==> config.mk <==
export PLATFORM = sky130hd
export DESIGN_NAME = alu_uart_sequencer
export DESIGN_NICKNAME = d
export VERILOG_FILES = /design/src/rtl/alu_pkg.sv /design/src/rtl/alu_uart_sequencer.sv
export SDC_FILE = /design/constraint.sdc
export NUM_CORES = 1
export LEC_CHECK = 0
export CAP_MARGIN = 20
export CORE_UTILIZATION = 40
export DETAILED_ROUTE_END_ITERATION = 6
export HOLD_SLACK_MARGIN = 0.03
export PLACE_DENSITY = 0.82
export SLEW_MARGIN = 20
export SYNTH_ARGS = -nofsm -noshare
export SYNTH_HDL_FRONTEND = slang
export SYNTH_SLANG_ARGS = --single-unit
==> constraint.sdc <==
create_clock -name CLK -period 4.45 [get_ports CLK]
set_clock_uncertainty 0.05 [all_clocks]
set_input_delay 0.6675 -clock CLK [delete_from_list [all_inputs] [get_ports CLK]]
set_output_delay 0.6675 -clock CLK [all_outputs]
set_load 0.03 [all_outputs]
==> src/rtl/alu_pkg.sv <==
// Shared ALU definitions: opcode values, sequencer state encoding
// and the legal-opcode check used when the opcode byte arrives.
package alu_pkg;

    localparam int OP_W = 6;

    localparam logic [OP_W-1:0] ADD = 6'b100000;
    localparam logic [OP_W-1:0] SUB = 6'b100010;
    localparam logic [OP_W-1:0] AND = 6'b100100;
    localparam logic [OP_W-1:0] OR  = 6'b100101;
    localparam logic [OP_W-1:0] XOR = 6'b100110;
    localparam logic [OP_W-1:0] NOR = 6'b100111;
    localparam logic [OP_W-1:0] SRL = 6'b000010;
    localparam logic [OP_W-1:0] SRA = 6'b000011;

    typedef enum logic [2:0] {
        ST_WAIT_A  = 3'd0,
        ST_WAIT_B  = 3'd1,
        ST_WAIT_OP = 3'd2,
        ST_EXEC    = 3'd3,
        ST_SEND    = 3'd4,
        ST_WAIT_TX = 3'd5
    } state_e;

    function automatic logic is_legal_op(input logic [OP_W-1:0] op);
        return op inside {ADD, SUB, AND, OR, XOR, NOR, SRL, SRA};
    endfunction

endpackage

==> src/rtl/alu_uart_sequencer.sv <==
// Collects operand A, operand B and opcode bytes from the UART receiver,
// presents them to the combinational ALU and sends RESULT back as a byte.
// Ports: CLK/RESET (async, active-high); RX_DATA/RX_DONE from uart_rx;
//        TX_DATA/TX_START/TX_DONE to uart_tx; DATOA/DATOB/OPCODE/RESULT
//        to/from the ALU; BUSY status; OVERRUN/OPERR sticky error flags.
module alu_uart_sequencer
    import alu_pkg::*;
#(
    parameter int SIZEDATA = 8,
    parameter int SIZEOP   = 6,
    parameter int SIZEBYTE = 8
) (
    input  logic                CLK,
    input  logic                RESET,
    input  logic [SIZEBYTE-1:0] RX_DATA,
    input  logic                RX_DONE,
    output logic [SIZEBYTE-1:0] TX_DATA,
    output logic                TX_START,
    input  logic                TX_DONE,
    output logic [SIZEDATA-1:0] DATOA,
    output logic [SIZEDATA-1:0] DATOB,
    output logic [SIZEOP-1:0]   OPCODE,
    input  logic [SIZEDATA-1:0] RESULT,
    output logic                BUSY,
    output logic                OVERRUN,
    output logic                OPERR
);

    state_e              state_q, state_d;
    logic [SIZEDATA-1:0] data_a_q, data_a_d;
    logic [SIZEDATA-1:0] data_b_q, data_b_d;
    logic [SIZEOP-1:0]   opcode_q, opcode_d;
    logic [SIZEBYTE-1:0] tx_data_q, tx_data_d;
    logic                tx_start_q, tx_start_d;
    logic                overrun_q, overrun_d;
    logic                operr_q, operr_d;
    logic                op_legal;

    assign op_legal = is_legal_op(OP_W'(RX_DATA[SIZEOP-1:0]));

    always_ff @(posedge CLK or posedge RESET) begin
        if (RESET) begin
            state_q    <= ST_WAIT_A;
            data_a_q   <= '0;
            data_b_q   <= '0;
            opcode_q   <= '0;
            tx_data_q  <= '0;
            tx_start_q <= 1'b0;
            overrun_q  <= 1'b0;
            operr_q    <= 1'b0;
        end else begin
            state_q    <= state_d;
            data_a_q   <= data_a_d;
            data_b_q   <= data_b_d;
            opcode_q   <= opcode_d;
            tx_data_q  <= tx_data_d;
            tx_start_q <= tx_start_d;
            overrun_q  <= overrun_d;
            operr_q    <= operr_d;
        end
    end

    always_comb begin
        state_d    = state_q;
        data_a_d   = data_a_q;
        data_b_d   = data_b_q;
        opcode_d   = opcode_q;
        tx_data_d  = tx_data_q;
        tx_start_d = 1'b0;
        overrun_d  = overrun_q;
        operr_d    = operr_q;

        unique case (state_q)
            ST_WAIT_A: begin
                if (RX_DONE) begin
                    data_a_d = RX_DATA[SIZEDATA-1:0];
                    state_d  = ST_WAIT_B;
                end
            end
            ST_WAIT_B: begin
                if (RX_DONE) begin
                    data_b_d = RX_DATA[SIZEDATA-1:0];
                    state_d  = ST_WAIT_OP;
                end
            end
            ST_WAIT_OP: begin
                if (RX_DONE) begin
                    if (op_legal) begin
                        opcode_d = RX_DATA[SIZEOP-1:0];
                        state_d  = ST_EXEC;
                    end else begin
                        operr_d = 1'b1;
                        state_d = ST_WAIT_A;
                    end
                end
            end
            ST_EXEC: begin
                // ALU has settled on the registered operands by now.
                // Registering the start here makes TX_START a clean
                // flop output that is high only while in SEND.
                tx_data_d  = SIZEBYTE'($signed(RESULT));
                tx_start_d = 1'b1;
                state_d    = ST_SEND;
                if (RX_DONE) overrun_d = 1'b1;
            end
            ST_SEND: begin
                state_d = ST_WAIT_TX;
                if (RX_DONE) overrun_d = 1'b1;
            end
            ST_WAIT_TX: begin
                if (TX_DONE) begin
                    state_d = ST_WAIT_A;
                    // A byte landing with TX_DONE starts the next frame.
                    if (RX_DONE) begin
                        data_a_d = RX_DATA[SIZEDATA-1:0];
                        state_d  = ST_WAIT_B;
                    end
                end else if (RX_DONE) begin
                    overrun_d = 1'b1;
                end
            end
            default: state_d = ST_WAIT_A;
        endcase
    end

    assign DATOA    = data_a_q;
    assign DATOB    = data_b_q;
    assign OPCODE   = opcode_q;
    assign TX_DATA  = tx_data_q;
    assign TX_START = tx_start_q;
    assign BUSY     = (state_q != ST_WAIT_A);
    assign OVERRUN  = overrun_q;
    assign OPERR    = operr_q;

endmodule

==> impl_metrics.tcl, run 1 <==
set metrics [dict create \
    tritoncts "built" \
    power_frac_comb_pct 53.8 \
    synth_async_sr_flop_share_pct 100.0 \
    numClockSinks 36 \
    maxCapViolCount 0 \
    hold_violations 0 \
    multi_input_area_um2 529.3 \
    r2r_slack_ns 2.47 \
    required_ns 3.73 \
    cts_max_level 2 \
    status "completed" \
    hold_path_startpoint "OVERRUN" \
    hold_path_end "OVERRUN" \
    path_cells "or3_1 -> clkdlybuf4s50_1" \
    clockRootBuffer "clkbuf_4" \
    core-area_um2 3416 \
    setup_viol 0 \
    hold_path.class "flop to flop" \
    netlist_area_um2 1468 \
    dp_slack_ns 1.673 \
    route.vias.total 1051 \
    pwr-share-clk_pct 9.8 \
    crit_arrival_ns 1.79 \
    die_area_um2 3916 \
    crit_family "buffers and inverters" \
    synthCells 117 \
    vdd_drop_max_mv 0.3478 \
    antenna_cells 0 \
    slowest_stage "clkdlybuf4s50_1" \
    rsz0062_at_grt "false" \
    finalWirelength_mm 2.955 \
    ys.flop_type "dfrtp_1" \
    post_cts_buffers 0 \
    yosys_register_bits 36 \
    r2r-start "state_q[1]" \
    wl_per_cell_um 13.56 \
    port_buffers 53 \
    nNetsFinal 192 \
    fin_cells 218 \
    drtIter0Drc 32 \
    synth-edff-count 0 \
    yosysWarnings 0 \
    antenna_found_initial 0 \
    tightest_slew_ns 0.9988 \
    dpl.cell_count 211 \
    synth.most_common_cell "dfrtp_1" \
    synthTopCellsByArea "dfrtp_1 (61%), mux2_2 (12%), nand2_1 (7.2%)" \
    ios 54 \
    grt_max_degree 37 \
    rr_worst_depth 2 \
    gp_congestion 0.7426 \
    overflow 0 \
    crit_type "flop to output pin" \
    worst_setup_path_end_kind "output pin" \
    worstHoldPathCells 1 \
    period_minus_slack_ns 2.512 \
    fin_tns_setup_ns 0 \
    rows 21 \
    fin_ws_ns 1.938 \
    ctsResizeCount 0 \
    power_density_nw_per_um2 766.0 \
    synthDistinctLibCells 27 \
    p_leak_nw 0.9199 \
    synth_nets 137 \
    synth.avg_cell_area_um2 12.54 \
    cp_max_fo 10 \
    cts.hold.buffers_added 0 \
    switching_share_pct 41.33 \
    synthToLayoutAreaGrowth_pct 41.69 \
    drc 0 \
    dp_hpwl_mm 2.149 \
    layout-drive-gt1-share_pct 17.44 \
    clock_latency_ns 0.32 \
    ant_nets 0 \
    fill_cells 286 \
    yosysTopAreaCell "dfrtp_1" \
    regArea_um2 900.9 \
    numCtsBuffers 5 \
    slew_headroom_pct 32.46 \
    die_w_um 62.58 \
    clock_path_buffers 2 \
    p_total_w 0.001593 \
    yosysSeqAreaShare_pct 61.38 \
    path_buf_inv 1 \
    synth.top_cell.area_share_pct 61.38 \
    fin_crit_sh_pct 56.45 \
    clk_pin_slew_worst_paths_ns 0.10 \
    ys_top_cells_by_count "dfrtp_1 (36), nand2_1 (28), mux2_2 (16)" \
    first_pass_iters 4 \
    post_drt_via_cell_ratio 4.821 \
    intPower_w 0.0009345 \
    fmax_mhz 398.1 \
    r2r-end "DATOB[1]" \
    drv_slew 0 \
    grt_usage_pct 17.00 \
    initial_core_util_pct 42.97 \
    p_switching_w 0.0006584 \
    die_y_um 62.58 \
    worst_setup_path_start_kind "flop" \
    p_seq_share_pct 36.4 \
    critPathMaxStageDelay_ns 0.59 \
    grt_pass1_wl_mm 5.181 \
    grt_pass1_vias 1096 \
]
[logic make-up (layout without fill, tap and decap cells)]
group	Yosys count	after routing	share of synthesized area, %
and+or+nand+nor	44	44	14.58
xor gates and xnor gates	1	1	0.5969
DFF	36	36	61.38
muxes	20	20	16.37
buffers and inverters	8	63	2.983
AOI/OAI and AO/OA	8	8	4.092
[metrics by stage]
stage	area (µm²)	utilization (%)	hold slack [ns]
global route	2079	60.88	0.4422
global placement	2033	59.52	0.3938
finish	2079	60.88	0.4191
detailed placement	2033	59.52	0.3979
CTS	2079	60.88	0.4244
floorplan	1468	-	0.5179
[flip-flops by register name, summed over array words and instances, names as in the netlist]
| register | count |
|---|---|
| TX_DATA | 8 |
| OPERR | 1 |
| DATOA | 8 |
| state_q | 3 |
| OVERRUN | 1 |
| DATOB | 8 |
| TX_START | 1 |
| OPCODE | 6 |
[placed cells by master (no fill, tap or decap), drive strengths merged, types with 3 or more instances in the layout]
cell type	netlist	routed
clkdlybuf4s50	0	53
mux2	20	20
nand2	28	28
nor2	3	3
clkbuf	0	6
dfrtp	36	36
[power groups by stage]
| stage | Clock [W] | Sequential [W] | Combinational [W] |
|---|---|---|---|
| global placement | 0 | 0.000575 | 0.000850 |
| global route | 0.000177 | 0.000602 | 0.000907 |
| floorplan | 0 | 0.000821 | 0.000274 |
| CTS | 0.000164 | 0.000583 | 0.000867 |
| detailed placement | 0 | 0.000587 | 0.000863 |
| finish | 0.000155 | 0.000580 | 0.000857 |
[worst max-delay path by stage]
| stage | cells past startpoint | slack (ns) | to | startpoint |
|---|---|---|---|---|
| final | 2 | 1.94 | BUSY | state_q[1] |
| after detailed placement | 3 | 1.67 | DATOB[2] | RX_DONE |
| after floorplan | 5 | 2.68 | OPCODE[0] | RX_DATA[2] |
| after CTS | 2 | 1.90 | BUSY | state_q[1] |
| after global placement | 3 | 1.75 | DATOB[0] | RX_DONE |
| after global routing | 2 | 1.85 | BUSY | state_q[1] |
[worst register-to-register path: cells and delay by family (launching register included)]
| kind | cells | cell delay (ns) |
|---|---|---|
| and+or+nand+nor | 1 | 0.91 |
| muxes | 1 | 0.43 |
| DFF | 1 | 0.48 |
[final cells by class]
class                           instances  area share [%]
Clock buffer                            6           1.986
Clock inverter                          1          0.2407
Inverter                                2          0.3610
Multi-Input combinational cell         73           25.45
Sequential cell                        36           43.32
Tap cell                               46           2.768
Timing Repair Buffer                   54           25.87
[layer usage]
layer	GRT usage (%)	part of all wire, %
met1	20.81	44
met2	27.72	48
met4	4.360	0.41
met3	6.934	7.7
met5	0	0
(Power assumes the default switching activity.)
==> inputs of run 2 (changes only) <==
Settings changed: CORE_UTILIZATION 40 to 39, PLACE_DENSITY 0.82 to 0.83.
Clock period 4.45 ns to 2.15 ns, I/O delays scaled along.
==> run 2 against run 1 <==
Compared with the run above:
- non-clock buffer count up 2
- critical path depth unchanged
- die area is 2.5% higher
- first-iteration DRC count increased by 69%
- design area rose by 2.3%
- flip-flop and latch count stayed put
- largest power group unchanged
- clock-buffer cell count is the same
- worst hold slack worse by 0.039 ns
- total power increased by 120%
- wire length rose by 9.2%
- via count is essentially flat
==> impl_metrics.tcl, run 2 (synthesis results as in run 1) <==
set metrics [dict create \
    status "completed" \
    core-area_um2 3468 \
    finalWirelength_mm 3.226 \
    slowest_stage "dfrtp_1" \
    r2r-start "state_q[2]" \
    drv_slew 0 \
    r2r_slack_ns 0.40 \
    cp_max_fo 11 \
    fin_crit_sh_pct 82.40 \
    period_minus_slack_ns 1.772 \
    layout-drive-gt1-share_pct 18.39 \
    antenna_found_initial 0 \
    post_cts_buffers 0 \
    finish.utilization_pct 61.36 \
    first_pass_iters 4 \
    initial_core_util_pct 42.32 \
    clock_latency_ns 0.29 \
    clock_path_buffers 2 \
    final_cell_mix "clkdlybuf4s50_1 (52), dfrtp_1 (36), nand2_1 (28)" \
    tightest_slew_ns 0.4507 \
    power_density_nw_per_um2 1620 \
    nNetsFinal 194 \
    die_area_um2 4013 \
    gp_congestion 0.8032 \
    setup_viol 0 \
    drc 0 \
    crit_arrival_ns 1.40 \
    worst_setup_path_start_kind "flop" \
    slew_headroom_pct 69.96 \
    overflow 0 \
    rr_worst_depth 4 \
    numCtsBuffers 5 \
    post_drt_via_cell_ratio 4.773 \
    path_buf_inv 1 \
    cts_max_level 2 \
    grt_max_degree 37 \
    required_ns 1.78 \
    fmax_mhz 564.5 \
    wl_per_cell_um 14.66 \
    met1Wirelength_mm 1.353 \
    clockRootBuffer "clkbuf_8" \
    path_cells "or3_1 -> dlymetal6s2s_1" \
    worst_setup_path_end_kind "output pin" \
    hold_path.class "input pin to asynchronous set/reset pin" \
    ios 54 \
    grt_pass1_vias 1080 \
    die_w_um 63.35 \
    grt_usage_pct 17.94 \
    p_total_w 0.003448 \
    die_y_um 63.35 \
    rows 21 \
    dr_wl_met2_mm 1.664 \
    ant_nets 0 \
    crit_type "flop to output pin" \
    p_leak_nw 0.9493 \
    vdd_drop_max_mv 0.6377 \
    grt_pass1_wl_mm 5.209 \
    numClockSinks 36 \
    crit_family "flip-flops" \
    route.vias.total 1050 \
    wl_met3_um 143 \
    worst_hold_slack_ns 0.3797 \
    fin_tns_setup_ns 0 \
    antenna_cells 0 \
    topRoutingLayerUsed "met4" \
    tritoncts "built" \
    layout_commonest_cell "clkdlybuf4s50_1" \
    critPathMaxStageDelay_ns 0.49 \
    synthToLayoutAreaGrowth_pct 45.01 \
    port_buffers 53 \
    r2r-end "DATOA[4]" \
    dp_hpwl_mm 2.428 \
    hold_violations 0 \
    clk_pin_slew_worst_paths_ns 0.07 \
    rsz0062_at_grt "false" \
    maxCapViolCount 0 \
    drtIter0Drc 54 \
]
-- run 2: area by class of cell --
type	instances	area [µm²]
Fill cell	302	1340
Sequential cell	36	900.9
Timing Repair Buffer	56	555.5
Multi-Input combinational cell	73	529.3
Clock buffer	6	72.57
Tap cell	46	57.56
Inverter	2	7.507
Clock inverter	1	5.005
-- run 2: power by group --
part | leakage [nW] | switching, W | internal, W
logic | 0.469 | 0.000968 | 0.000836
clock network | 0.0410 | 0.000218 | 0.000220
registers | 0.439 | 0.000220 | 0.000987
-- run 2: through the flow --
step	std cells	cell area, µm²	setup slack [ns]
2_1_floorplan	117	1468	0.6731
5_1_grt	220	2128	0.3301
3_3_place_gp	213	2048	0.1701
4_1_cts	220	2126	0.02165
6_report	220	2128	0.3785
3_5_place_dp	213	2048	0.1169
-- run 2: timing repair --
action / CTS / global route
resized for setup: 0 / 1
endpoints found under the hold margin: 0 / 0
hold buffers: 0 / 0
setup endpoints to repair: 0 / 1
-- run 2: per-layer routing --
layer	up-vias	GRT usage [%]
met4	0	11.08
met5	-	0
met1	499	20.78
met2	36	29.79
met3	8	4.167
li1	507	-
-- run 2: worst min-delay path, cell delays in order --
cell and delay [ns]:
clkdlybuf4s50_1 0.39, inv_1 0.05, buf_4 0.38
-- run 2: how the worst max path moves through the flow --
stage | start | end | cells past startpoint
floorplan | state_q[0] | DATOA[0] | 5
global placement | RX_DATA[2] | OPCODE[0] | 5
detailed placement | RX_DONE | OPCODE[2] | 5
CTS | state_q[0] | BUSY | 2
global route | state_q[0] | BUSY | 2
finish | state_q[0] | BUSY | 2
==> inputs of run 3 (changes only) <==
Settings changed: CORE_UTILIZATION 39 to 40, PLACE_DENSITY 0.83 to 0.82.
Clock period 2.15 ns to 1.8 ns, I/O delays scaled along.
==> run 3 against run 2 <==
Compared with the run above:
- via count rose by 6.9%
- utilization increased by 2.7 points
- clock power is 1% higher
- critical path depth fell by 1
- worst hold slack lost 0.11 ns
- total power grew 19%
- cell count is 4.5% higher
- die area fell by 2.4%
- combinational power grew 28%
- critical path type unchanged
- largest cell class unchanged
==> impl_metrics.tcl, run 3 (synthesis results as in run 1) <==
set metrics [dict create \
    regArea_um2 900.9 \
    core-area_um2 3416 \
    post_drt_via_cell_ratio 4.878 \
    initial_core_util_pct 42.97 \
    post_cts_buffers 0 \
    crit_family "buffers and inverters" \
    cts.hold.buffers_added 0 \
    wl_per_cell_um 13.89 \
    final_cell_mix "clkdlybuf4s50_1 (51), dfrtp_1 (36), nand2_1 (28)" \
    hold_violations 0 \
    dp_hpwl_mm 2.416 \
    rsz0062_at_grt "false" \
    clock_latency_ns 0.33 \
    hold_path.class "input pin to asynchronous set/reset pin" \
    worst_setup_path_end_kind "output pin" \
    grt_pass1_wl_mm 5.664 \
    crit_type "flop to output pin" \
    path_buf_inv 1 \
    setup_viol 0 \
    layout_commonest_cell "clkdlybuf4s50_1" \
    fin_crit_sh_pct 95.84 \
    p_total_w 0.004116 \
    multi_input_area_um2 529.3 \
    critPathMaxStageDelay_ns 0.69 \
    power_density_nw_per_um2 1882 \
    slowest_stage "clkdlybuf4s50_1" \
    required_ns 1.48 \
    grt_max_degree 37 \
    rows 21 \
    clock_path_buffers 2 \
    die_w_um 62.58 \
    vdd_drop_max_mv 0.9461 \
    antenna_found_initial 0 \
    drtIter0Drc 28 \
    die_area_um2 3916 \
    fin_ws_ns 0.07493 \
    drv_slew 0 \
    grt_usage_pct 18.82 \
    synthToLayoutAreaGrowth_pct 49.02 \
    path_cells "clkdlybuf4s50_1" \
    numClockSinks 36 \
    maxCapViolCount 0 \
    grt_pass1_vias 1222 \
    clockRootBuffer "clkbuf_4" \
    antenna_cells 0 \
    tightest_slew_ns 0.4367 \
    slew_headroom_pct 70.89 \
    overflow 0 \
    finalWirelength_mm 3.194 \
    gp_congestion 0.7569 \
    tritoncts "built" \
    route.vias.total 1122 \
    numCtsBuffers 5 \
    crit_arrival_ns 1.41 \
    first_pass_iters 4 \
    clk_pin_slew_worst_paths_ns 0.11 \
    status "completed" \
    cts_max_level 2 \
    layout-drive-gt1-share_pct 23.91 \
    fmax_mhz 579.7 \
    p_leak_nw 0.9902 \
    cp_max_fo 2 \
    nNetsFinal 203 \
    drc 0 \
    period_minus_slack_ns 1.725 \
    fill_cells 270 \
    ios 54 \
    ant_nets 0 \
    dp_slack_ns -0.2554 \
    port_buffers 53 \
    die_y_um 62.58 \
    worst_setup_path_start_kind "flop" \
]
## run 3: changes by cell type in the layout (fill, tap and decap cells not counted)
cell and delta:
buf_4 +8, clkbuf_4 +5, clkbuf_8 -4, buf_12 +1, clkbuf_1 -1, clkbuf_2 +1, clkdlybuf4s50_1 -1, clkinv_2 +1
## run 3: repair_timing
| item | in CTS | in global routing |
|---|---|---|
| gates resized for setup | 1 | 3 |
| endpoints found under the hold margin | 0 | 0 |
| setup endpoints to repair | 1 | 2 |
| pin swaps | 0 | 0 |
## run 3: per-layer routing
metal  vias up  track usage, %  share of wire, %
li1        525               -                 -
met1       550           19.88                38
met2        43           34.10                53
met3         4           7.664               7.6
met4         0           5.233               1.1
met5         -               0                 0
## run 3: through the flow
step	cells	cell area [µm²]	util, %	hold slack (ns)	setup TNS (ns)
3_3_place_gp	222	2128	62.31	0.3908	-1.623
2_1_floorplan	117	1468	-	0.3254	0
6_report	230	2187	64.03	0.2737	0
5_1_grt	230	2187	64.03	0.3525	0
3_5_place_dp	222	2128	62.31	0.4016	-2.798
4_1_cts	230	2188	64.07	0.2793	0
## run 3: report_power, final
group / leakage (nW) / internal, W / switching [W] / total, W
Combinational: 0.513 / 0.00107 / 0.00123 / 0.00230
Sequential: 0.439 / 0.00118 / 0.000198 / 0.00137
Clock: 0.0380 / 0.000186 / 0.000259 / 0.000444
Total: 0.990 / 0.00243 / 0.00169 / 0.00412
## run 3: cell type report
class                   count  share of cell area (%)
inverters                   2                  0.3432
repair buffers             65                   28.83
multi-input cells          73                   24.20
well taps                  46                   2.632
flip-flops and latches     36                   41.19
clock inverters             2                  0.4577
clock buffers               6                   2.346
## run 3: path summary, 6_finish.rpt
| check | slack, ns | to | start | cells past startpoint |
|---|---|---|---|---|
| min in group CLK | 0.41 | TX_DATA[2] | RESULT[2] | 3 |
| max in group asynchronous | 1.12 | TX_DATA[7] | RESET | 3 |
| worst max register to register | 0.13 | OPCODE[5] | state_q[0] | 4 |
| worst min-delay path | 0.27 | DATOA[5] | RESET | 3 |
| worst min register to register | 0.43 | OVERRUN | OVERRUN | 1 |
| worst max-delay path | 0.07 | OPCODE[5] | OPCODE[5] | 1 |
